**src/rtl/rcon_stream_gen_if.sv**
```systemverilog
// Round-constant stream bundle between the Rcon generator and the key-expansion engine.
// The generator drives valid/data/round/last and the consumer drives ready.
interface rcon_stream_gen_if;
  logic       rcon_valid;
  logic       rcon_ready;
  logic [7:0] rcon_data;
  logic [3:0] rcon_round;
  logic       rcon_last;

  modport master (
    output rcon_valid,
    output rcon_data,
    output rcon_round,
    output rcon_last,
    input  rcon_ready
  );

  modport slave (
    input  rcon_valid,
    input  rcon_data,
    input  rcon_round,
    input  rcon_last,
    output rcon_ready
  );
endinterface

```
**src/rtl/rcon_stream_gen.sv**
```systemverilog
// Streams AES key-schedule round constants in ascending or descending round order.
// Constants come from xtime / inverse-xtime steps and pass through a GF(2) basis map.
module rcon_stream_gen #(
  parameter int          NUM_ROUNDS = 10,
  parameter logic [7:0]  POLY       = 8'h1B,
  parameter logic [7:0]  RCON_INIT  = 8'h01,
  parameter logic [63:0] MAP_MATRIX = 64'h8040201008040201
) (
  input  logic               clk,
  input  logic               rst,
  input  logic               start,
  input  logic               dir,
  input  logic               abort,
  output logic               busy,
  rcon_stream_gen_if.master  bus
);

  typedef enum logic [1:0] {IDLE, PRECOMP, RUN} stateT;

  localparam logic [3:0] LAST_ROUND = 4'(NUM_ROUNDS - 1);
  localparam logic [3:0] PRE_LAST   = 4'(NUM_ROUNDS - 2);

  function automatic logic [7:0] xtime(input logic [7:0] a);
    return {a[6:0], 1'b0} ^ (a[7] ? POLY : 8'h00);
  endfunction

  // Exact inverse of xtime; relies on POLY[0] = 1 to recover the dropped top bit.
  function automatic logic [7:0] invXtime(input logic [7:0] b);
    return b[0] ? (((b ^ POLY) >> 1) | 8'h80) : (b >> 1);
  endfunction

  function automatic logic [7:0] mapBasis(input logic [7:0] rc);
    logic [7:0] m;
    m = 8'h00;
    for (int i = 0; i < 8; i++) begin
      m[i] = ^(MAP_MATRIX[8*i +: 8] & rc);
    end
    return m;
  endfunction

  stateT      r_state;
  logic [7:0] r_rc;
  logic [3:0] r_cnt;
  logic [3:0] r_round;
  logic       r_dir;
  logic       r_valid;
  logic       r_last;
  logic [7:0] r_data;

  logic [7:0] w_xtRc;
  logic [7:0] w_stepRc;
  logic [3:0] w_stepRound;

  assign w_xtRc      = xtime(r_rc);
  assign w_stepRc    = r_dir ? invXtime(r_rc) : w_xtRc;
  assign w_stepRound = r_dir ? (r_round - 4'd1) : (r_round + 4'd1);

  // Descending order first walks rc up to round N-1, then steps back down with inv_xtime.
  always_ff @(posedge clk) begin
    if (rst) begin
      r_state <= IDLE;
      r_rc    <= 8'h00;
      r_cnt   <= 4'd0;
      r_round <= 4'd0;
      r_dir   <= 1'b0;
      r_valid <= 1'b0;
      r_last  <= 1'b0;
      r_data  <= 8'h00;
    end else if (abort) begin
      r_state <= IDLE;
      r_valid <= 1'b0;
      r_last  <= 1'b0;
    end else begin
      case (r_state)
        IDLE: begin
          if (start) begin
            r_dir <= dir;
            r_rc  <= RCON_INIT;
            r_cnt <= 4'd0;
            if (!dir) begin
              r_state <= RUN;
              r_valid <= 1'b1;
              r_round <= 4'd0;
              r_data  <= mapBasis(RCON_INIT);
              r_last  <= 1'b0;
            end else begin
              r_state <= PRECOMP;
            end
          end
        end
        PRECOMP: begin
          r_rc  <= w_xtRc;
          r_cnt <= r_cnt + 4'd1;
          if (r_cnt == PRE_LAST) begin
            r_state <= RUN;
            r_valid <= 1'b1;
            r_round <= LAST_ROUND;
            r_data  <= mapBasis(w_xtRc);
            r_last  <= 1'b0;
          end
        end
        RUN: begin
          if (r_valid && bus.rcon_ready) begin
            if (r_last) begin
              r_state <= IDLE;
              r_valid <= 1'b0;
              r_last  <= 1'b0;
            end else begin
              r_rc    <= w_stepRc;
              r_round <= w_stepRound;
              r_data  <= mapBasis(w_stepRc);
              r_last  <= r_dir ? (w_stepRound == 4'd0) : (w_stepRound == LAST_ROUND);
            end
          end
        end
        default: begin
          r_state <= IDLE;
          r_valid <= 1'b0;
          r_last  <= 1'b0;
        end
      endcase
    end
  end

  assign busy           = (r_state != IDLE);
  assign bus.rcon_valid = r_valid;
  assign bus.rcon_data  = r_data;
  assign bus.rcon_round = r_round;
  assign bus.rcon_last  = r_last;

endmodule

```
**src/flat_wrapper.sv**
```systemverilog
// flat-port wrapper written by rule: the top's interface ports become plain ports
module rcon_stream_gen_flat 
#(
  parameter int          NUM_ROUNDS = 10,
  parameter logic [7:0]  POLY       = 8'h1B,
  parameter logic [7:0]  RCON_INIT  = 8'h01,
  parameter logic [63:0] MAP_MATRIX = 64'h8040201008040201
)
  (clk, rst, start, dir, abort, busy, bus_rcon_valid, bus_rcon_data, bus_rcon_round, bus_rcon_last, bus_rcon_ready);
  rcon_stream_gen_if bus_i ();
  input  logic clk;
  input  logic rst;
  input  logic start;
  input  logic dir;
  input  logic abort;
  output logic busy;
  output wire logic [$bits(bus_i.rcon_valid)-1:0] bus_rcon_valid;
  output wire logic [$bits(bus_i.rcon_data)-1:0] bus_rcon_data;
  output wire logic [$bits(bus_i.rcon_round)-1:0] bus_rcon_round;
  output wire logic [$bits(bus_i.rcon_last)-1:0] bus_rcon_last;
  input wire logic [$bits(bus_i.rcon_ready)-1:0] bus_rcon_ready;
  assign bus_rcon_valid = bus_i.rcon_valid;
  assign bus_rcon_data = bus_i.rcon_data;
  assign bus_rcon_round = bus_i.rcon_round;
  assign bus_rcon_last = bus_i.rcon_last;
  assign bus_i.rcon_ready = bus_rcon_ready;
  rcon_stream_gen #(.NUM_ROUNDS(NUM_ROUNDS), .POLY(POLY), .RCON_INIT(RCON_INIT), .MAP_MATRIX(MAP_MATRIX)) u_core (.clk(clk), .rst(rst), .start(start), .dir(dir), .abort(abort), .busy(busy), .bus(bus_i));
endmodule
```
**config.mk**
```make
export PLATFORM = sky130hd
export DESIGN_NAME = rcon_stream_gen_flat
export DESIGN_NICKNAME = d
export VERILOG_FILES = /design/src/rtl/rcon_stream_gen_if.sv /design/src/rtl/rcon_stream_gen.sv /design/src/flat_wrapper.sv
export SDC_FILE = /design/constraint.sdc
export NUM_CORES = 1
export LEC_CHECK = 0
export ABC_AREA = 1
export CAP_MARGIN = 5
export CORE_AREA = 2 2 59 61
export DETAILED_ROUTE_END_ITERATION = 6
export DIE_AREA = 0 0 61 63
export PLACE_DENSITY = 0.72
export SYNTH_ARGS = -nofsm -noshare
export SYNTH_HDL_FRONTEND = slang
export SYNTH_SLANG_ARGS = --single-unit
```
**constraint.sdc**
```tcl
create_clock -name clk -period 1.7 [get_ports clk]
set_input_delay 0.34 -clock clk [delete_from_list [all_inputs] [get_ports clk]]
set_output_delay 0.34 -clock clk [all_outputs]
set_load 0.01 [all_outputs]
```
==> results of run 1 <==
[state kept, by name, summed over array words and instances (netlist names)]
register,cells
u_core.r_cnt,4
u_core.r_dir,1
u_core.bus.rcon_last,1
u_core.r_rc,8
u_core.bus.rcon_valid,1
u_core.r_state,2
u_core.bus.rcon_data,8
u_core.bus.rcon_round,4
[cell families (layout without fill, tap and decap cells)]
logic type	count (synthesis)	in the layout	synth area share [%]
simple gates	110	110	28.1
compound gates	52	52	16.6
buf+inv	39	71	9.86
flops	29	29	35.5
fa+ha+maj	11	11	8.87
xor+xnor	2	2	1.07
[worst reg2reg max path: stages, from the launching register on]
cell and delay, ns:
dfxtp_2 0.35, inv_1 0.07, ha_1 0.24, nand2_1 0.13, nand2_1 0.08, nor2_2 0.13, nand3_4 0.12, buf_4 0.19
nor2_1 0.11, nor2_1 0.06
[cell usage after synthesis]
cell	count	share of area, %
a211oi_1	1	0.46
nor2_2	1	0.38
and2_1	1	0.38
or2_2	3	1.1
o221ai_1	1	0.54
nand2_1	61	14
o21ai_1	1	0.31
clkbuf_1	2	0.46
nand3_2	1	0.61
nand3_1	15	4.6
nor2_1	24	5.5
inv_2	1	0.23
dfxtp_1	29	35
fa_1	1	1.2
buf_6	1	0.69
o21ai_0	22	6.7
inv_1	33	7.6
nor3b_1	1	0.46
a21oi_1	24	7.3
xnor2_1	2	1.1
nand4_1	1	0.38
buf_4	2	0.92
o22ai_1	2	0.76
ha_1	10	7.6
and3_1	1	0.38
nor3_1	1	0.31
a21boi_0	1	0.46
[repair_timing]
item,in CTS,in global routing
setup endpoints to repair,2,16
gates resized for setup,4,7
pin swaps,0,1
[power groups by stage]
stage / clock network, mW / registers (mW) / logic [mW]
global route: 0.513 / 0.775 / 0.457
CTS: 0.492 / 0.767 / 0.396
floorplan: 0 / 0.780 / 0.261
global placement: 0 / 0.782 / 0.393
finish: 0.476 / 0.767 / 0.404
detailed placement: 0 / 0.781 / 0.394
[stage by stage]
| stage | utilization, % | instance area, um^2 |
|---|---|---|
| 6_report | 62.4 | 2020 |
| 5_1_grt | 62.4 | 2020 |
| 4_1_cts | 61.9 | 2000 |
| 3_5_place_dp | 59.7 | 1930 |
| 3_3_place_gp | 59.7 | 1930 |
| 2_1_floorplan | - | 1640 |
[final cells by class]
| cell class | instances | share of cell area (%) |
|---|---|---|
| Multi-Input combinational cell | 175 | 45.2 |
| Timing Repair Buffer | 29 | 13.0 |
| Tap cell | 46 | 2.86 |
| Sequential cell | 29 | 29.0 |
| Clock buffer | 7 | 3.23 |
| Clock inverter | 1 | 0.248 |
| Inverter | 34 | 6.46 |
[worst max-delay path by stage]
stage | slack (ns) | depth (start not counted) | startpoint | end
floorplan | 0.27 | 10 | u_core.r_state[0] | u_core.bus.rcon_data[5]
global placement | -0.008 | 9 | start | u_core.bus.rcon_data[7]
detailed placement | -0.04 | 9 | start | u_core.bus.rcon_data[7]
CTS | 0.001 | 4 | u_core.r_state[1] | busy
global route | -0.03 | 8 | u_core.r_state[1] | u_core.bus.rcon_data[5]
finish | 0.06 | 1 | u_core.bus.rcon_round[0] | bus_rcon_round[0]
[per-layer routing]
layer  vias up  share of wire (%)  global-route usage (%)
met3         5                5.3                    6.21
met5         -                  0                       0
met4         0                1.1                    5.98
met2        28                 45                    30.5
met1       699                 49                    26.4
li1        842                  -                       -
==> metrics.yaml, run 1 <==
timing:
  layout_setup_ws_ns: 0.0648
  timing_hold_violations_final: 0
  setup_viol: 0
  clock_skew_ns: 0.0104
  tns_ns: 0
  min_period_ns: 1.64
  hold_slack_ns: 0.463
  fmax_ghz: 0.612
  slew_violations: 0
  slew_headroom_pct: 79.5
  rsz0062_at_grt: "true"
  fin_crit_sh_pct: 96.2
  tightest_slew_ns: 0.307
power:
  peakVddDrop_uv: 662
  internal_power_mw: 1.13
  switching_share_pct: 31.4
  leakagePower_nw: 0.846
  powerDensity_mw_per_mm2: 817
  p_sw_uw: 517
  pwr-share-comb_pct: 24.5
  pwr-share-seq_pct: 46.6
  clock_power_share_pct: 28.9
  finalPower_mw: 1.65
worst_setup_path:
  path_buf_inv: 1
  path_cells: "clkdlybuf4s50_1"
  path_max_fanout: 7
  r2r_cells: 9
  max_stage_delay_ns: 0.56
  end_kind: "output pin"
  startpoint_type: "flip-flop"
  critPathRequiredTime_ns: 1.36
  path_delay_family: "buffers and inverters"
  worstSetupPathType: "reg -> out"
  cpMaxStageDelayCell: "clkdlybuf4s50_1"
  cp_data_arrival_time_ns: 1.30
  r2r_start: "u_core.r_state[0]"
  reg2reg_to: "u_core.bus.rcon_data[2]"
  r2r_slack_ns: 0.12
floorplanning:
  die_w_um: 61
  die_h_um: 63
  io_pins: 21
  die_area_mm2: 0.00384
  core-area_mm2: 0.00323
  rows: 21
  initial_core_util_pct: 50.6
clock_network:
  htree_levels: 2
  cts_buffer_depth: 2
  cts.clk_slew.worst_paths_ns: 0.10
  root_buffer: "clkbuf_4"
  clock-sinks: 29
  clock_latency_ns: 0.33
  cts_buffers: 5
  ctsHoldBuffers: 0
  post_cts_buffers: 0
  tritoncts: "yes"
logic_synthesis:
  synth-seq-cells: 29
  ys_warn_count: 0
  syn_area_per_cell_um2: 6.73
  synth_area_mm2: 0.00164
  yosysUniqueCellTypes: 27
  syn_inst: 243
  syn-num-nets: 260
  yosysSeqAreaShare_pct: 35.5
place:
  io_buffers: 20
  hpwl_um: 2650
  gp_congestion: 0.875
  dp_slack_ns: -0.0412
  dp_cells: 313
global_routing:
  antenna_found_initial: 0
  grt_max_degree: 14
  grt_first_pass_wirelength_um: 5810
  grt_pass1_vias: 1376
  globalRouteTotalUtil_pct: 19.9
  grt-ovfl-total: 0
cells_and_area:
  fillers: 321
  ff_latch_area_um2: 584
  fin_nets: 291
  layout_commonest_cell: "nand2_1"
  multi_input_area_um2: 911
  syn_to_final_growth_pct: 23.2
  fin_cells: 321
  final_cell_mix: "nand2_1 (61), inv_1 (33), dfxtp_1 (26)"
  diodes: 0
  layout-drive-gt1-share_pct: 10.9
worst_hold_path:
  hold_start: "u_core.bus.rcon_valid"
  min_to: "u_core.bus.rcon_valid"
  hp-class: "reg -> reg"
  hold_depth: 2
routing:
  wire_per_inst_um: 10.9
  drt_wl_total_um: 3510
  vias: 1574
  ant_nets: 0
  avgViaCountPerCell: 4.90
  drt-initial-drc-count: 55
  drt_pass1_iterations: 4
  drc: 0
run:
  max_cap_viol_count: 0
outcome:
  status: "finished clean"
(Power assumes the default switching activity.)
==> inputs of run 2 (changes only) <==
--- a/config.mk
+++ b/config.mk
@@ -13,2 +13,3 @@
 export PLACE_DENSITY = 0.72
+export SKIP_CTS_REPAIR_TIMING = 1
 export SYNTH_ARGS = -nofsm -noshare
--- a/constraint.sdc
+++ b/constraint.sdc
@@ -3,2 +3,2 @@
 set_output_delay 0.34 -clock clk [all_outputs]
-set_load 0.01 [all_outputs]
+set_load 0.1 [all_outputs]
==> metrics.yaml, run 2 (synthesis gave the netlist of run 1 again) <==
timing:
  tightest_slew_ns: 0.265
  slew_violations: 0
  clock_skew_ns: 0.0106
  tns_ns: 0
  timing_hold_violations_final: 0
  fin_crit_sh_pct: 93.4
  min_period_ns: 1.59
  setup_viol: 0
  slew_headroom_pct: 82.4
  fmax_ghz: 0.630
  rsz0062_at_grt: "false"
cells_and_area:
  syn_to_final_growth_pct: 35.0
  diodes: 0
  layout_commonest_cell: "nand2_1"
  layout-drive-gt1-share_pct: 20.8
  final_cell_mix: "nand2_1 (60), inv_1 (30), a21oi_1 (24)"
  finalInstanceArea_mm2: 0.00221
  fin_nets: 295
worst_hold_path:
  hp-class: "reg -> reg"
  hold_start: "u_core.bus.rcon_valid"
floorplanning:
  io_pins: 21
  die_w_um: 61
  die_h_um: 63
  rows: 21
  core-area_mm2: 0.00323
  initial_core_util_pct: 50.6
  die_area_mm2: 0.00384
routing:
  drt-initial-drc-count: 45
  drt_pass1_iterations: 4
  drc: 0
  vias: 1600
  drt_wl_total_um: 3620
  wire_per_inst_um: 11.1
  ant_nets: 0
  avgViaCountPerCell: 4.92
worst_setup_path:
  path_max_fanout: 4
  path_delay_family: "flip-flops"
  endpoint: "busy"
  reg2reg_to: "u_core.bus.rcon_data[1]"
  r2r_cells: 8
  max_stage_delay_ns: 0.39
  startpoint_type: "flip-flop"
  critPathRequiredTime_ns: 1.36
  crit_path_start: "u_core.r_state[1]"
  worstSetupPathType: "reg -> out"
  r2r_slack_ns: 0.14
  path_cells: "inv_2 > ha_4 > clkinvlp_4 > buf_12"
  path_buf_inv: 3
  cpMaxStageDelayCell: "dfxtp_1"
  r2r_start: "u_core.r_state[1]"
  cp.depth: 4
  cp_data_arrival_time_ns: 1.25
  end_kind: "output pin"
global_routing:
  grt_first_pass_wirelength_um: 6260
  grt_pass1_vias: 1515
  globalRouteTotalUtil_pct: 21.3
  grt-ovfl-total: 0
  grt_max_degree: 13
  antenna_found_initial: 0
run:
  max_cap_viol_count: 0
clock_network:
  root_buffer: "clkbuf_4"
  cts_buffers: 5
  cts_buffer_depth: 2
  tritoncts: "yes"
  clock-sinks: 29
  htree_levels: 2
  cts.clk_slew.worst_paths_ns: 0.10
  clock_latency_ns: 0.33
power:
  powerDensity_mw_per_mm2: 805
  leakagePower_nw: 0.920
  peakVddDrop_uv: 595
place:
  io_buffers: 20
  hpwl_um: 2880
  gp_congestion: 0.943
  placed_cell_area_mm2: 0.00214
outcome:
  status: "finished clean"
[run 2: changes by cell type in the layout (fill, tap and decap cells not counted), sizes merged]
| cell | change |
|---|---|
| buf | +19 |
| inv | -1 |
| clkinv | +1 |
| clkdlybuf4s50 | -14 |
| clkinvlp | +2 |
| clkbuf | -3 |
[run 2: layout make-up]
| cell class | instances | area (um^2) |
|---|---|---|
| clock buffer | 5 | 37.5 |
| clock inverter | 3 | 17.5 |
| fill | 297 | 1020 |
| inverter | 34 | 134 |
| multi-input combinational | 175 | 925 |
| sequential | 29 | 591 |
| tap | 46 | 57.6 |
| timing repair buffer | 33 | 448 |
[run 2: per-stage QoR]
step	setup WS, ns	util (%)	hold WS [ns]	power [mW]	std cells
6_report	0.112	68.4	0.481	1.78	325
3_3_place_gp	0.0273	66.2	0.462	1.37	317
2_1_floorplan	0.00989	-	0.463	1.18	243
3_5_place_dp	-0.00637	66.2	0.468	1.38	317
5_1_grt	0.00478	68.4	0.505	1.88	325
4_1_cts	0.0705	67.9	0.483	1.78	325
[run 2: tightest hold or removal path, cell delays in order, from the launching register on]
cell,delay (ns)
dfxtp_2,0.35
inv_1,0.05
a21oi_1,0.05
[run 2: power breakdown]
part / leakage, nW / internal [mW] / switching [mW] / total [mW]
registers: 0.240 / 0.726 / 0.0487 / 0.775
logic: 0.649 / 0.224 / 0.375 / 0.599
clock network: 0.0310 / 0.155 / 0.249 / 0.405
total: 0.920 / 1.11 / 0.672 / 1.78
[run 2: worst min path at each step]
stage / to / slack, ns / depth (start not counted)
global route: u_core.bus.rcon_valid / 0.50 / 2
CTS: u_core.bus.rcon_valid / 0.48 / 2
detailed placement: u_core.bus.rcon_valid / 0.47 / 2
floorplan: u_core.r_cnt[0] / 0.46 / 2
finish: u_core.bus.rcon_valid / 0.48 / 2
global placement: u_core.bus.rcon_valid / 0.46 / 2
[run 2: per-layer routing]
layer	vias up	GRT usage (%)	part of all wire, %
li1	847	-	-
met1	718	25.9	47
met2	29	34.9	48
met3	6	5.80	3.9
met4	0	7.88	1.4
met5	-	0	0
==> inputs of run 3 (changes only) <==
- CTS_CLUSTER_DIAMETER: unset -> 60
- GPL_ROUTABILITY_DRIVEN: unset -> 0
==> results of run 3 <==
Final layout, timing and power as in run 2 (identical DEF).
